File: config.mk
export PLATFORM = sky130hd
export DESIGN_NAME = br_wb_arbiter
export DESIGN_NICKNAME = d
export VERILOG_FILES = /design/src/rtl/br_wb_arbiter_pkg.sv /design/src/rtl/br_scoreboard.sv /design/src/rtl/br_wb_arbiter.sv
export SDC_FILE = /design/constraint.sdc
export NUM_CORES = 1
export LEC_CHECK = 0
export CAP_MARGIN = 20
export CORE_UTILIZATION = 30
export CTS_BUF_LIST = sky130_fd_sc_hd__clkbuf_16
export DETAILED_ROUTE_END_ITERATION = 6
export PLACE_DENSITY_LB_ADDON = 0.2
export SYNTH_ARGS = -nofsm -noshare
export SYNTH_HDL_FRONTEND = slang
export SYNTH_SLANG_ARGS = --single-unit
File: constraint.sdc
create_clock -name clk -period 2.27 [get_ports clk]
set_input_delay 0.454 -clock clk [delete_from_list [all_inputs] [get_ports clk]]
set_output_delay 0.454 -clock clk [all_outputs]
set_load 0.005 [all_outputs]
File: src/rtl/br_wb_arbiter_pkg.sv
// Shared definitions for the BR writeback arbiter: default widths and grant encodings.
package br_wb_arbiter_pkg;

  localparam int unsigned AddrWDef = 5;
  localparam int unsigned DataWDef = 32;

  typedef enum logic {
    GntAlu = 1'b0,
    GntLd  = 1'b1
  } gnt_e;

endpackage

File: src/rtl/br_scoreboard.sv
// Busy scoreboard for the register bank: one bit per register with a pending result.
module br_scoreboard #(
  parameter int unsigned ADDR_W = 5
) (
  input  logic              clk,
  input  logic              rst,
  input  logic              set_en,
  input  logic [ADDR_W-1:0] set_addr,
  input  logic              clr_en,
  input  logic [ADDR_W-1:0] clr_addr,
  input  logic [ADDR_W-1:0] q_a1,
  input  logic [ADDR_W-1:0] q_a2,
  output logic              q_busy1,
  output logic              q_busy2
);

  localparam int unsigned NumRegs = 2 ** ADDR_W;

  logic [NumRegs-1:0] busy_q, busy_d;

  // Set is applied after clear so a newer producer keeps the register busy.
  always_comb begin
    busy_d = busy_q;
    if (clr_en) busy_d[clr_addr] = 1'b0;
    if (set_en && (set_addr != '0)) busy_d[set_addr] = 1'b1;
  end

  always_ff @(posedge clk) begin
    if (rst) busy_q <= '0;
    else     busy_q <= busy_d;
  end

  assign q_busy1 = (q_a1 != '0) && busy_q[q_a1];
  assign q_busy2 = (q_a2 != '0) && busy_q[q_a2];

endmodule

File: src/rtl/br_wb_arbiter.sv
// Arbitrates the single BR write port between the ALU and load writeback paths and
// tracks in-flight destination registers.
module br_wb_arbiter
  import br_wb_arbiter_pkg::*;
#(
  parameter int unsigned ADDR_W = AddrWDef,
  parameter int unsigned DATA_W = DataWDef,
  parameter bit          RR_EN  = 1'b1
) (
  input  logic              clk,
  input  logic              rst,
  input  logic              req0_valid,
  input  logic [ADDR_W-1:0] req0_addr,
  input  logic [DATA_W-1:0] req0_data,
  output logic              req0_ready,
  input  logic              req1_valid,
  input  logic [ADDR_W-1:0] req1_addr,
  input  logic [DATA_W-1:0] req1_data,
  output logic              req1_ready,
  output logic [ADDR_W-1:0] a3,
  output logic [DATA_W-1:0] wd3,
  output logic              we3,
  output logic              grant_id,
  input  logic              issue_valid,
  input  logic [ADDR_W-1:0] issue_rd,
  input  logic [ADDR_W-1:0] q_a1,
  input  logic [ADDR_W-1:0] q_a2,
  output logic              q_busy1,
  output logic              q_busy2
);

  gnt_e              last_grant_q;
  gnt_e              sel;
  logic              accept;
  logic [ADDR_W-1:0] wr_addr;
  logic [DATA_W-1:0] wr_data;

  always_comb begin
    req0_ready = 1'b0;
    req1_ready = 1'b0;
    if (!rst) begin
      if (req0_valid && req1_valid) begin
        if (RR_EN && (last_grant_q == GntAlu)) req1_ready = 1'b1;
        else                                   req0_ready = 1'b1;
      end else begin
        req0_ready = req0_valid;
        req1_ready = req1_valid;
      end
    end
  end

  assign accept  = req0_ready | req1_ready;
  assign sel     = req1_ready ? GntLd : GntAlu;
  assign wr_addr = req1_ready ? req1_addr : req0_addr;
  assign wr_data = req1_ready ? req1_data : req0_data;

  // Writes to x0 still consume the grant but never reach BR.
  always_ff @(posedge clk) begin
    if (rst) begin
      a3           <= '0;
      wd3          <= '0;
      we3          <= 1'b0;
      grant_id     <= 1'b0;
      last_grant_q <= GntLd;
    end else begin
      we3 <= 1'b0;
      if (accept) begin
        a3           <= wr_addr;
        wd3          <= wr_data;
        we3          <= (wr_addr != '0);
        grant_id     <= sel;
        last_grant_q <= sel;
      end
    end
  end

  br_scoreboard #(
    .ADDR_W (ADDR_W)
  ) u_scoreboard (
    .clk      (clk),
    .rst      (rst),
    .set_en   (issue_valid),
    .set_addr (issue_rd),
    .clr_en   (we3),
    .clr_addr (a3),
    .q_a1     (q_a1),
    .q_a2     (q_a2),
    .q_busy1  (q_busy1),
    .q_busy2  (q_busy2)
  );

endmodule

==> impl_results.md <==
- CP max-delay cell: mux4_2
- Clk slew on worst S/H paths: 0.06 ns
- Critical path peak fanout: 3
- Avg WL per Cell: 16.8 µm
- Core Region: 0.0120 mm²
- CP required: 1.82 ns
- Top_reg_cell synth: dfxtp_1
- Vias in the first global route: around 3800
- DRC Markers: 0
- Switching Share: 0.236
- TNS Setup: 0 ns
- Seq. cell area: around 0.0014 mm²
- Most common cell after layout, fill and taps aside: clkdlybuf4s50_1
- Simple-gate share of the synthesized area: 0.177
- Fmax achieved: about 460 MHz
- Number of synthesized flops with an enable pin: 0
- Final hold violations: 0
- Fin crit share: 0.965
- Worst Hold Class: reg -> reg
- Commonest cells after routing, fill and taps aside: clkdlybuf4s50_1 (121), dfxtp_1 (70), mux2i_1 (55)
- Synth Area in Compound Gates: 0.212
- Fin crit period: roughly 2.2 ns
- Syn Inst Count: roughly 420
- Number of synthesis warnings: 0
- Sw power: roughly 0.9 mW
- Slew of the pin with the lowest slew margin: roughly 0.75 ns
- P per Cell Area: roughly 660 mW/mm²
- Maximum VDD drop: 0.403 mV
- DRT antenna net count: 0
- Setup crit start: u_scoreboard.busy_q[11]
- Total routed wirelength: 12100 µm
- Clk Tree Root Cell: clkbuf_16
- FILL cells: approximately 1200
- FFs w/ async S/R, synth: 0
- Max Transition Viols Final: 0
- Fin util: 0.478
- TritonCTS Sinks: around 70
- Critical path endpoint category: primary output
- Startpoint types: flop
- Tot GR Track Use: 0.192
- First-pass GRT wire length: about 19000 µm
- Initial Utilization: 0.307
- Drt first-iter violations: about 200
- Initial antenna violation count: 0
- Crit path to: q_busy2
- Run status: finished, final reports clean
- TritonRoute pass-1 iters: 4
- Die extent in x: 113 µm
- Cts bufs inserted: 9
- Post-synthesis cell type count: 33
- Avg Inst Size Synth: slightly below 9 µm²
- NumNets Final: 660
- Clock Power Share: 0.458
- # Max-Cap Violations: 0
- Final worst setup slack: between 0.07 and 0.08 ns
- Seq pwr share: 0.358
- Clk_skew: 0.00433 ns
- Cts hold-fix bufs: 0
- Relative slew slack: 0.498
- Main combinational cell family by area after synthesis: compound AO/OA/AOI/OAI gates
- Via count: between 3000 and 4000
- Clock Latency Late Sink: 0.33 ns
- Arr. time, crit path: roughly 1.7 ns
- Post-synth top area cell: dfxtp_1
- Reg2reg start: last_grant_q
- Largest net degree at the start of global routing: 76
- Die height: 113 µm
- Reg2reg end: wd3[12]
- Number of buffers added on ports: 136
- Crit-path cells: mux4_2 > nor2_2 > a2bb2oi_2 > nand3_1 > dlygate4sd2_1
- Crit Path Class: reg -> out
- Synth area leaders: dfxtp_1 (39%), mux2i_1 (15%), a211oi_1 (6.7%), nor2_1 (5.0%), o21ai_0 (4.9%)
- I/O pin cnt: between 100 and 150
- Detailed placer's ending HPWL: 8830 µm
- Synth Cell Area: 0.00369 mm²
- Synth Area in XOR/XNOR: 0
- Worst-case reg-to-reg path depth: 6
- Grt ovf: 0
- R2R Setup Slk: 0.61 ns
- Critical path's largest stage delay: 0.47 ns
- Multi-input logic area: about 0.0022 mm²
- CTS tree: yes
- Leak Pwr: 2.10 nW
- Fraction of synthesized area in multiplexers: 0.174
- Routability congestion estimate: 0.858
- Diode count: 0
- FP Rows: 40
- Adder-cell area share of the yosys netlist: 0
- Logic pwr share: 0.184
- Layout cells sized above 1: 0.147
- Final setup viols: 0
- Total die area: around 0.013 mm²
- CTS Buffer Depth: 2
- Seq cells post-synth: just over 70
- Top-area cell type share of the netlist area: 0.385
- Setup WS pre-CTS: -0.662 ns
- Seq/Total Area, Yosys: 0.385
- H-Tree Level Count: 3
- Syn_nets: slightly above 500
- Area delta synth->final: 55.8%
- Via density: between 5 and 6
- Total internal power: just under 3 mW
-- cell families after synthesis --
group           after synthesis
mux                          59
simple gates                135
buf+inv                      33
flops                        71
compound gates              121
-- state kept, by name, summed over array words and instances (netlist names) --
register             cells
we3                      1
grant_id                 1
a3                       5
last_grant_q             1
wd3                     32
u_scoreboard.busy_q     31
-- through the flow --
stage | hold slack (ns) | area, µm² | power (mW) | instances
floorplan | 0.458 | 3690 | 1.68 | 419
global placement | 0.465 | 5270 | 2.07 | 697
detailed placement | 0.469 | 5270 | 2.08 | 697
CTS | 0.479 | 5700 | 3.85 | 718
global route | 0.512 | 5750 | 3.97 | 718
finish | 0.478 | 5750 | 3.82 | 718
-- layer usage --
| layer | vias to the layer above | track usage | wire [µm] |
|---|---|---|---|
| li1 | 1824 | - | - |
| met1 | 1727 | 0.228 | 5240 |
| met2 | 151 | 0.313 | 5460 |
| met3 | 17 | 0.0745 | 1150 |
| met4 | 0 | 0.0746 | 209 |
| met5 | - | 0 | 0 |
-- worst max-delay path: cells and delay by family (launching register included) --
kind            cells  cell delay (ns)
simple gates        2             0.19
compound gates      1             0.14
flops               1             0.33
mux                 1             0.47
buf+inv             1             0.27
-- layout make-up --
class,instances,share of cell area
clock buffer,9,0.0392
inverter,2,0.00131
tap,147,0.0320
multi-input combinational,315,0.376
sequential,71,0.248
timing repair buffer,167,0.279
clock inverter,7,0.0250
-- timing repair --
| item | CTS | global route |
|---|---|---|
| endpoints found under the setup margin | 3 | 3 |
| resized for setup | 44 | 14 |
| gates cloned | 2 | 0 |
| pin swaps | 5 | 2 |
| setup buffers | 3 | 0 |
-- power groups by stage --
stage / sequential [mW] / clock, mW / combinational, mW
floorplan: 1.39 / 0 / 0.294
global placement: 1.39 / 0 / 0.683
global route: 1.38 / 1.83 / 0.763
finish: 1.37 / 1.75 / 0.704
detailed placement: 1.39 / 0 / 0.687
CTS: 1.37 / 1.79 / 0.698
-- cell usage after synthesis, types with 5 or more instances --
master,number
nand3_1,6
clkbuf_1,14
buf_2,6
a2111oi_0,6
nand2_1,45
o21ai_0,36
buf_6,7
nand3b_1,5
nor2b_1,8
dfxtp_1,71
a211oi_1,33
a211oi_2,6
nor2_1,49
mux2i_1,55
a21oi_1,32
-- how the worst min path moves through the flow --
| stage | depth (start not counted) | startpoint | to | slack, ns |
|---|---|---|---|---|
| after CTS | 2 | grant_id | grant_id | 0.48 |
| after global placement | 2 | grant_id | grant_id | 0.47 |
| after floorplan | 2 | u_scoreboard.busy_q[16] | u_scoreboard.busy_q[16] | 0.46 |
| final | 2 | grant_id | grant_id | 0.48 |
| after detailed placement | 2 | grant_id | grant_id | 0.47 |
| after global routing | 2 | grant_id | grant_id | 0.51 |
Note: power is estimated with default switching activity, not from simulation.
